===== src/rtl/vga_rx_pkg.sv =====
// Shared FSM type and default 640x480 timing for the VGA receive decoder.
package vga_rx_pkg;

    typedef enum logic [1:0] {
        SEARCH = 2'd0,
        ALIGN  = 2'd1,
        LOCKED = 2'd2
    } rx_state_t;

    localparam int DEF_H_ACTIVE = 640;
    localparam int DEF_H_FRONT  = 16;
    localparam int DEF_H_SYNC   = 96;
    localparam int DEF_H_BACK   = 48;
    localparam int DEF_V_ACTIVE = 480;
    localparam int DEF_V_FRONT  = 10;
    localparam int DEF_V_SYNC   = 2;
    localparam int DEF_V_BACK   = 33;
    localparam bit DEF_SYNC_ACTIVE_LOW = 1'b1;

    function automatic int timing_total(input int sync_len, input int back_len,
                                        input int active_len, input int front_len);
        return sync_len + back_len + active_len + front_len;
    endfunction

    localparam int DEF_H_TOTAL = timing_total(DEF_H_SYNC, DEF_H_BACK, DEF_H_ACTIVE, DEF_H_FRONT);
    localparam int DEF_V_TOTAL = timing_total(DEF_V_SYNC, DEF_V_BACK, DEF_V_ACTIVE, DEF_V_FRONT);
    localparam int DEF_H_START = DEF_H_SYNC + DEF_H_BACK;
    localparam int DEF_V_START = DEF_V_SYNC + DEF_V_BACK;

endpackage


===== src/rtl/vga_rx_crc16.sv =====
// Byte-per-clock CRC-16-CCITT (poly 0x1021, seed 0xFFFF) over the decoded pixel stream.
module vga_rx_crc16 (
    input  logic        clk_i,
    input  logic        rst_i,
    input  logic        init_i,
    input  logic        valid_i,
    input  logic        last_i,
    input  logic [7:0]  data_i,
    output logic [15:0] crc_o,
    output logic        crc_valid_o
);

    function automatic logic [15:0] crc_step(input logic [15:0] crc_in, input logic [7:0] data);
        logic [15:0] c;
        c = crc_in ^ {data, 8'h00};
        for (int i = 0; i < 8; i++) begin
            c = c[15] ? ((c << 1) ^ 16'h1021) : (c << 1);
        end
        return c;
    endfunction

    logic [15:0] crc_reg;
    logic        crc_valid_reg;

    // The first pixel of a frame is folded into a fresh seed rather than the old value.
    always_ff @(posedge clk_i or posedge rst_i) begin
        if (rst_i) begin
            crc_reg       <= '0;
            crc_valid_reg <= 1'b0;
        end else begin
            if (valid_i) begin
                crc_reg <= crc_step(init_i ? 16'hFFFF : crc_reg, data_i);
            end
            crc_valid_reg <= valid_i && last_i;
        end
    end

    assign crc_o       = crc_reg;
    assign crc_valid_o = crc_valid_reg;

endmodule


===== src/rtl/vga_rx_decoder.sv =====
// Locks to VGA sync timing and recovers pixel coordinates with a 2-clock latency.
// Optional frame CRC outputs are built when VGA_RX_CRC_EN is defined.
module vga_rx_decoder
    import vga_rx_pkg::*;
#(
    parameter int H_ACTIVE        = DEF_H_ACTIVE,
    parameter int H_FRONT         = DEF_H_FRONT,
    parameter int H_SYNC          = DEF_H_SYNC,
    parameter int H_BACK          = DEF_H_BACK,
    parameter int V_ACTIVE        = DEF_V_ACTIVE,
    parameter int V_FRONT         = DEF_V_FRONT,
    parameter int V_SYNC          = DEF_V_SYNC,
    parameter int V_BACK          = DEF_V_BACK,
    parameter bit SYNC_ACTIVE_LOW = DEF_SYNC_ACTIVE_LOW
) (
    input  logic        clk_i,
    input  logic        rst_i,
    input  logic [5:0]  rrggbb_i,
    input  logic        hsync_i,
    input  logic        vsync_i,
    output logic [5:0]  rrggbb_o,
    output logic [9:0]  x_o,
    output logic [8:0]  y_o,
    output logic        pixel_valid_o,
    output logic        frame_start_o,
    output logic        locked_o,
    output logic        error_o
`ifdef VGA_RX_CRC_EN
    ,
    output logic [15:0] crc_o,
    output logic        crc_valid_o
`endif
);

    localparam int H_TOTAL = timing_total(H_SYNC, H_BACK, H_ACTIVE, H_FRONT);
    localparam int V_TOTAL = timing_total(V_SYNC, V_BACK, V_ACTIVE, V_FRONT);
    localparam int HW = $clog2(H_TOTAL + 1);
    localparam int VW = $clog2(V_TOTAL + 1);
    localparam logic [HW-1:0] H_LAST  = HW'(H_TOTAL - 1);
    localparam logic [HW-1:0] H_SAT   = HW'(H_TOTAL);
    localparam logic [HW-1:0] H_FIRST = HW'(H_SYNC + H_BACK);
    localparam logic [HW-1:0] H_END   = HW'(H_SYNC + H_BACK + H_ACTIVE - 1);
    localparam logic [VW-1:0] V_LAST  = VW'(V_TOTAL - 1);
    localparam logic [VW-1:0] V_SAT   = VW'(V_TOTAL);
    localparam logic [VW-1:0] V_FIRST = VW'(V_SYNC + V_BACK);
    localparam logic [VW-1:0] V_END   = VW'(V_SYNC + V_BACK + V_ACTIVE - 1);

    logic [5:0]    s1_rgb_reg;
    logic          s1_hs_reg, s1_vs_reg, s1_hs_prev_reg, s1_vs_prev_reg;
    logic [HW-1:0] hcount_reg, hcount_next;
    logic [VW-1:0] vcount_reg, vcount_next;
    logic          vsync_pending_reg, vsync_pending_next;
    rx_state_t     state_reg;
    logic          hs_edge, vs_edge, line0, mismatch, lock_next, valid_next;

    always_ff @(posedge clk_i or posedge rst_i) begin
        if (rst_i) begin
            s1_rgb_reg     <= '0;
            s1_hs_reg      <= 1'b0;
            s1_vs_reg      <= 1'b0;
            s1_hs_prev_reg <= 1'b0;
            s1_vs_prev_reg <= 1'b0;
        end else begin
            s1_rgb_reg     <= rrggbb_i;
            s1_hs_reg      <= hsync_i ^ SYNC_ACTIVE_LOW;
            s1_vs_reg      <= vsync_i ^ SYNC_ACTIVE_LOW;
            s1_hs_prev_reg <= s1_hs_reg;
            s1_vs_prev_reg <= s1_vs_reg;
        end
    end

    // Counters are evaluated for the sample now in stage 1, so stage 2 can register them directly.
    always_comb begin
        hs_edge  = s1_hs_reg & ~s1_hs_prev_reg;
        vs_edge  = s1_vs_reg & ~s1_vs_prev_reg;
        line0    = hs_edge & (vsync_pending_reg | vs_edge);
        mismatch = (hs_edge & (hcount_reg != H_LAST)) | (line0 & (vcount_reg != V_LAST));

        hcount_next = hcount_reg;
        if (hs_edge) begin
            hcount_next = '0;
        end else if (hcount_reg != H_SAT) begin
            hcount_next = hcount_reg + 1'b1;
        end

        vcount_next = vcount_reg;
        if (line0) begin
            vcount_next = '0;
        end else if (hs_edge && vcount_reg != V_SAT) begin
            vcount_next = vcount_reg + 1'b1;
        end

        vsync_pending_next = vsync_pending_reg;
        if (line0) begin
            vsync_pending_next = 1'b0;
        end else if (vs_edge) begin
            vsync_pending_next = 1'b1;
        end

        lock_next  = !mismatch && ((state_reg == LOCKED) || (state_reg == ALIGN && line0));
        valid_next = lock_next
                     && (hcount_next >= H_FIRST) && (hcount_next <= H_END)
                     && (vcount_next >= V_FIRST) && (vcount_next <= V_END);
    end

    always_ff @(posedge clk_i or posedge rst_i) begin
        if (rst_i) begin
            hcount_reg        <= '0;
            vcount_reg        <= '0;
            vsync_pending_reg <= 1'b0;
        end else begin
            hcount_reg        <= hcount_next;
            vcount_reg        <= vcount_next;
            vsync_pending_reg <= vsync_pending_next;
        end
    end

    always_ff @(posedge clk_i or posedge rst_i) begin
        if (rst_i) begin
            state_reg     <= SEARCH;
            rrggbb_o      <= '0;
            x_o           <= '0;
            y_o           <= '0;
            pixel_valid_o <= 1'b0;
            frame_start_o <= 1'b0;
            locked_o      <= 1'b0;
            error_o       <= 1'b0;
        end else begin
            error_o <= 1'b0;
            case (state_reg)
                SEARCH: begin
                    if (line0) state_reg <= ALIGN;
                end
                ALIGN: begin
                    if (mismatch) begin
                        state_reg <= SEARCH;
                        error_o   <= 1'b1;
                    end else if (line0) begin
                        state_reg <= LOCKED;
                    end
                end
                LOCKED: begin
                    if (mismatch) begin
                        state_reg <= SEARCH;
                        error_o   <= 1'b1;
                    end
                end
                default: state_reg <= SEARCH;
            endcase
            locked_o      <= lock_next;
            pixel_valid_o <= valid_next;
            rrggbb_o      <= s1_rgb_reg;
            x_o           <= valid_next ? 10'(hcount_next - H_FIRST) : '0;
            y_o           <= valid_next ? 9'(vcount_next - V_FIRST) : '0;
            frame_start_o <= valid_next && (hcount_next == H_FIRST) && (vcount_next == V_FIRST);
        end
    end

`ifdef VGA_RX_CRC_EN
    logic crc_last;
    assign crc_last = (x_o == 10'(H_ACTIVE - 1)) && (y_o == 9'(V_ACTIVE - 1));

    vga_rx_crc16 u_crc (
        .clk_i       (clk_i),
        .rst_i       (rst_i),
        .init_i      (frame_start_o),
        .valid_i     (pixel_valid_o),
        .last_i      (crc_last),
        .data_i      ({2'b00, rrggbb_o}),
        .crc_o       (crc_o),
        .crc_valid_o (crc_valid_o)
    );
`endif

endmodule

===== config.mk =====
export PLATFORM = sky130hd
export DESIGN_NAME = vga_rx_decoder
export DESIGN_NICKNAME = d
export VERILOG_FILES = /design/src/rtl/vga_rx_pkg.sv /design/src/rtl/vga_rx_crc16.sv /design/src/rtl/vga_rx_decoder.sv
export SDC_FILE = /design/constraint.sdc
export NUM_CORES = 1
export LEC_CHECK = 0
export BUFFER_PORTS_ARGS = -buffer_cell sky130_fd_sc_hd__buf_4
export CORE_MARGIN = 10
export CORE_UTILIZATION = 45
export DETAILED_ROUTE_END_ITERATION = 8
export SYNTH_ARGS = -nofsm -noshare
export SYNTH_HDL_FRONTEND = slang
export SYNTH_SLANG_ARGS = --single-unit

===== constraint.sdc =====
create_clock -name clk_i -period 3 [get_ports clk_i]
set_input_delay 0.9 -clock clk_i [delete_from_list [all_inputs] [get_ports clk_i]]
set_output_delay 0.9 -clock clk_i [all_outputs]
set_load 0.05 [all_outputs]

==> key figures, run 1 <==
Floorplanning
  – Core footprint: about 6900 µm²
  – Die area: ~11,000 µm²
  – Num rows: 30
  – Die Y: around 100 µm
  – Num ports: 39
  – Die X: between 100 and 150 µm
  – Initial Util: 0.4670

Pwr
  – Worst vdd ir: about 300 µV
  – Power per cell area: 544.4 nW/µm²
  – Leakage: between 0.0015 and 0.002 µW
  – Design Power: between 2000 and 2500 µW

Placement
  – Post-Place Worst Slack: around 0.025 ns
  – Post-detail-place hpwl: roughly 5400 µm
  – IO buf count: 38
  – Final RePlAce weighted congestion: between 0.8 and 0.9

Logic synthesis
  – Post-synthesis net count: approximately 330
  – Largest area contributor in the netlist: dfrtp_1
  – Post-Syn Area: 3208 µm²
  – Gate Count Post-Synth: 308
  – Yosys top cell area share: 0.4836
  – Netlist cell types: 65
  – Syn avg cell area: roughly 10 µm²
  – Synth top area cells: dfrtp_1 (48%), ha_1 (5.1%), nor2_1 (3.4%)
  – Async set-reset flop share out of synthesis: 1.000
  – Count leader, synth: dfrtp_1
  – Register area share after synthesis: 0.4836
  – Synth warn: 0
  – Most frequent cells after synthesis: dfrtp_1 (62), nor2_1 (29), inv_1 (23)
  – Most used flip-flop cell after synthesis: dfrtp_1
  – Register bit count reported by yosys: 62
  – Number of synthesized flops with an enable pin: 0

Clock network
  – Clock tree buffer depth: 2
  – # hold bufs at CTS: 0
  – Clock root cell: clkbuf_8
  – Inserted Clock Buffers: 9
  – CTS clock-pin slew for the worst setup and hold paths: approximately 0.080 ns
  – CTS tree: yes
  – Sinks on the clock net: between 60 and 70
  – H-Tree Depth: 3
  – Clk_lat worst skew: ~0.33 ns

Layout
  – Fill count: between 600 and 700
  – Final nets: 394
  – Fraction of layout cells with a size suffix above 1: 0.3032
  – Final core utilization: 0.5827
  – Antenna cells: 0
  – Area Growth Syn to Fin: 24.77%

Timing
  – Final worst path period share: 0.9432
  – Setup TNS: 0 ns
  – Max-slew violations: 0
  – Peak Freq: between 0.3 and 0.4 GHz
  – WHS: 0.3506 ns
  – Least-Margin Pin Slew: 0.6177 ns
  – Clk_skew: 0.01291 ns
  – Fin crit period: about 2.8 ns
  – # setup viols final: 0
  – Final hold vios: 0
  – Final worst slack: around 0.17 ns
  – Worst relative slew slack: 0.5876

Hold path
  – Hold Crit Class: flip-flop to flip-flop
  – Hold_sp: s1_rgb_reg[3]$_DFF_PP0_

Critical path
  – CP required: 3.22 ns
  – FF-to-FF setup slack: approximately 0.17 ns
  – Crit. End Element: flip-flop
  – CP Launch Type: flip-flop
  – Crit path arrival time: 3.04 ns
  – CP Max Fanout: 8
  – FF-to-FF Start: vcount_reg[4]$_DFF_PP0_
  – WS Path Type: flip-flop to flip-flop
  – CP startpoint: vcount_reg[4]$_DFF_PP0_

Run status
  – Status: completed

Global routing
  – Vias in the first global route: between 2k and 2.5k
  – Global-route wire length before repair: 12,120 µm
  – Initial antenna violation count: 0
  – Largest net degree at the start of global routing: 35
  – GR Util All Layers: 0.1333
  – Overflow after GRT: 0

Drt
  – Via count: 2,459
  – DRT Wirelength: 7365 µm
  – Post-DR vias/cell: roughly 5.2
  – Post-DR wirelength/cell: between 15 and 20 µm
  – Iteration count of the initial detailed-routing pass: 4
  – Remaining DRCs: 0
  – Iter 0 DRT Violations: 104
  – Post-DRT Antenna Nets: 0

Job
  – Maxcap violations: 0
worst paths after layout:
check,end,cells after the start
setup / recovery,y_o[3]$_DFF_PP0_,13
hold / removal,rrggbb_o[3]$_DFF_PP0_,0
setup reg to reg,y_o[3]$_DFF_PP0_,13
hold reg to reg,rrggbb_o[3]$_DFF_PP0_,0
max in group asynchronous,x_o[9]$_DFF_PP0_,3
min in group asynchronous,rrggbb_o[2]$_DFF_PP0_,2
logic make-up (layout without fill, tap and decap cells):
group / after synthesis / count (layout) / synth area share
buffers and inverters: 35 / 103 / 0.05538
xor gates and xnor gates: 17 / 17 / 0.04641
and+or+nand+nor: 120 / 120 / 0.2114
muxes: 3 / 3 / 0.01131
adders and majority gates: 13 / 13 / 0.05070
AOI/OAI and AO/OA: 58 / 58 / 0.1412
DFF: 62 / 62 / 0.4836
metrics by stage:
| step | cells | area [µm²] |
|---|---|---|
| after floorplan | 308 | 3208 |
| after global placement | 451 | 3705 |
| after detailed placement | 451 | 3705 |
| after CTS | 467 | 3909 |
| after global routing | 472 | 4003 |
| final | 472 | 4003 |
worst max-delay path: stages, from the launching register on:
cell and delay [ns]:
dfrtp_1 0.42, nor4_4 0.32, nand4_1 0.22, buf_4 0.21
nor2_4 0.16, o21ai_1 0.07, o21ai_1 0.11, buf_4 0.15
inv_1 0.04, ha_1 0.18, o2111a_1 0.26, o2111ai_4 0.30
clkbuf_16 0.23, a21oi_2 0.03
timing repair:
item	CTS	global route
resized for setup	2	9
pin swaps	0	6
cloned	0	1
endpoints found under the setup margin	4	21
setup buffers	0	4
layer usage:
layer | track usage | share of wire | up-vias
li1 | - | - | 1217
met5 | 0 | 0 | -
met3 | 0.03656 | 0.040 | 8
met4 | 0.03479 | 0.013 | 0
met2 | 0.2158 | 0.49 | 46
met1 | 0.1701 | 0.46 | 1188
cells in the final DEF, fill, tap and decap left out, drive strengths merged, types with 2 or more instances in the layout:
| master | n |
|---|---|
| nand3 | 15 |
| nor4 | 4 |
| mux2 | 2 |
| nand4b | 2 |
| nor3 | 9 |
| xnor2 | 9 |
| o21ai | 15 |
| a31oi | 4 |
| and2 | 4 |
| and3 | 3 |
| and4 | 2 |
| nand4 | 4 |
| nand2 | 19 |
| dfrtp | 62 |
| ha | 13 |
| clkbuf | 12 |
| nand2b | 3 |
| buf | 63 |
| o21a | 2 |
| clkinv | 3 |
| a21oi | 14 |
| nor2b | 4 |
| o41ai | 3 |
| or3 | 8 |
| nor4b | 3 |
| nor2 | 34 |
| inv | 24 |
| xor2 | 8 |
| nand3b | 2 |
| o22ai | 2 |
| a211o | 2 |
final cells by class:
class                   instances  area (µm²)  area share
repair buffers                 64       523.0      0.1307
flip-flops and latches         62        1553      0.3879
multi-input cells             211        1526      0.3814
clock buffers                  11       151.4     0.03782
inverters                      23       86.33     0.02157
well taps                      96       120.1     0.03001
clock inverters                 5       42.54     0.01063
power by group:
part / leakage, µW / internal (µW) / switching, µW
combinational: 0.00104 / 198 / 321
clock: 0.0000961 / 352 / 344
sequential: 0.000813 / 899 / 64.4
total: 0.00195 / 1450 / 730
Note: power is estimated with default switching activity, not from simulation.
==> run 2, diff against run 1 <==
==> constraint.sdc (replaced) <==
create_clock -name clk_i -period 3 [get_ports clk_i]
set_input_delay 0 -clock clk_i [delete_from_list [all_inputs] [get_ports clk_i]]
set_output_delay 0 -clock clk_i [all_outputs]
set_load 0.05 [all_outputs]
==> key figures, run 2 (synthesized netlist as in run 1, its figures left out) <==
Layout
  – Final nets: 399 (+1.3%)
  – Most common cell after layout, fill and taps aside: dfrtp_1
  – Fraction of layout cells with a size suffix above 1: 0.2966 (-0.006604)
  – Commonest non-fill, non-tap cells in the layout: dfrtp_1 (62), buf_4 (58), nor2_1 (27), inv_1 (22), nand2_1 (18)
  – Antenna cells: 0 (unchanged)
  – Final core utilization: 0.5911 (+0.008379)
  – Area Growth Syn to Fin: 26.56%
  – Post-route cell area: 4060 µm² (+1.4%)

Floorplanning
  – Num ports: 39 (unchanged)
  – Die X: 104.4 µm (unchanged)
  – Die Y: 104.4 µm (unchanged)
  – Die area: 10,910 µm² (unchanged)
  – Num rows: 30 (unchanged)
  – Initial Util: 0.4670 (unchanged)
  – Core footprint: 6869 µm² (unchanged)

Clock network
  – CTS clock-pin slew for the worst setup and hold paths: 0.08 ns (about the same)
  – H-Tree Depth: 3 (unchanged)
  – Clk_lat worst skew: 0.34 ns (about the same)
  – Inserted Clock Buffers: 9 (unchanged)
  – Clock root cell: clkbuf_8
  – Clock tree buffer depth: 2 (unchanged)
  – CTS tree: yes
  – Sinks on the clock net: 62 (unchanged)

Critical path
  – WS Path Type: flip-flop to flip-flop
  – Crit path arrival time: 3.06 ns (+0.02 ns)
  – Top delay family on crit path: compound AO/OA/AOI/OAI gates
  – Worst path cell trace: nor4_2, nand4_1, buf_4, nor2_4, o21ai_0, o21ai_1, buf_4, inv_1, ha_1, o2111a_1, o2111ai_4, clkbuf_16, nor3_2
  – CP Launch Type: flip-flop
  – CP Max Fanout: 8 (unchanged)
  – Max stage delay on crit path: 0.40 ns (-0.02 ns)
  – Most used cell, CP: buf_4
  – WP buf/inv: 4 (unchanged)
  – Crit. End Element: flip-flop
  – CP required: 3.22 ns (about the same)
  – Crit-path slowest cell: dfrtp_1

Global routing
  – Vias in the first global route: 2,521 (+5.3%)
  – Overflow after GRT: 0 (unchanged)
  – Initial antenna violation count: 0 (unchanged)
  – Largest net degree at the start of global routing: 52 (+49%)
  – Global-route wire length before repair: 12,480 µm (+3.0%)
  – GR Util All Layers: 0.1367 (+0.003425)

Drt
  – Post-DRT Antenna Nets: 0 (unchanged)
  – Remaining DRCs: 0 (unchanged)
  – DRT Wirelength: 7455 µm (+1.2%)
  – Post-DR wirelength/cell: 15.63 µm (+0.16%)
  – Post-DR vias/cell: 5.321 (+2.1%)
  – Iteration count of the initial detailed-routing pass: 5 (+1)
  – Iter 0 DRT Violations: 111 (+6.7%)
  – Via count: 2,538 (+3.2%)

Timing
  – Clk_skew: 0.01209 ns (-0.0008243 ns)
  – Final worst slack: 0.1567 ns (-0.01354 ns)
  – Final hold vios: 0 (unchanged)
  – Final worst path period share: 0.9478 (+0.004512)
  – Setup TNS: 0 ns (unchanged)
  – Max-slew violations: 0 (unchanged)
  – Fin crit period: 2.843 ns (+0.01354 ns)
  – Peak Freq: 0.3517 GHz (-0.48%)
  – Worst relative slew slack: 0.3096 (-0.2780)
  – # setup viols final: 0 (unchanged)
  – Least-Margin Pin Slew: 1.034 ns (+0.4164 ns)

Hold path
  – Hold Crit Class: primary input to flip-flop

Placement
  – Placed cell area: 3670 µm² (-0.95%)
  – IO buf count: 38 (unchanged)
  – Post-Place Worst Slack: 0.06258 ns (+0.03796 ns)
  – Final RePlAce weighted congestion: 0.8797 (-0.19%)
  – Post-detail-place hpwl: 5308 µm (-2.1%)

Pwr
  – Power per cell area: 534.6 nW/µm² (-1.8%)
  – Worst vdd ir: 234.6 µV (-20%)
  – Leakage: 0.001962 µW (+0.50%)

Run status
  – Status: completed

Job
  – Maxcap violations: 0 (unchanged)
run 2: through the flow:
stage | hold slack, ns | instances | total power (µW)
3_5_place_dp | 0.1109 | 448 | 1478
6_report | 0.3046 | 477 | 2171
3_3_place_gp | 0.1094 | 448 | 1474
5_1_grt | 0.3131 | 477 | 2296
2_1_floorplan | 0.03143 | 308 | 1343
4_1_cts | 0.2893 | 473 | 2166
run 2: where the power goes:
part           internal, µW  switching [µW]  total [µW]
clock network           326             346         671
registers               899            63.5         963
logic                   208             328         536
run 2: final timing paths:
kind                                       endpoint  cells after the start  slack [ns]                     from
hold reg to reg               rrggbb_o[4]$_DFF_PP0_                      0        0.35  s1_rgb_reg[4]$_DFF_PP0_
setup reg to reg                   x_o[2]$_DFF_PP0_                     13        0.16  vcount_reg[4]$_DFF_PP0_
hold / removal              s1_rgb_reg[3]$_DFF_PP0_                      2        0.30              rrggbb_i[3]
setup / recovery                   x_o[2]$_DFF_PP0_                     13        0.16  vcount_reg[4]$_DFF_PP0_
min in group asynchronous     rrggbb_o[4]$_DFF_PP0_                      3        0.49                    rst_i
max in group asynchronous  s1_vs_prev_reg$_DFF_PP0_                      4        1.74                    rst_i
run 2: cell type report:
type	count	area, µm²
clock buffer	10	137.6
inverter	23	86.33
fill	615	2809
timing repair buffer	69	570.5
clock inverter	6	47.55
multi-input combinational	211	1546
tap	96	120.1
sequential	62	1551
run 2: routing by layer:
metal,global-route usage,routed length (µm),vias to the layer above
li1,-,-,1222
met1,0.1767,3392,1237
met2,0.2135,3602,65
met3,0.03965,333,14
met4,0.04374,127,0
met5,0,0,-
run 2: what timing repair did:
item	in CTS	in global routing
gates resized for setup	0	14
hold endpoints to repair	58	0
setup buffers	0	3
setup endpoints to repair	0	21
hold buffers	9	0
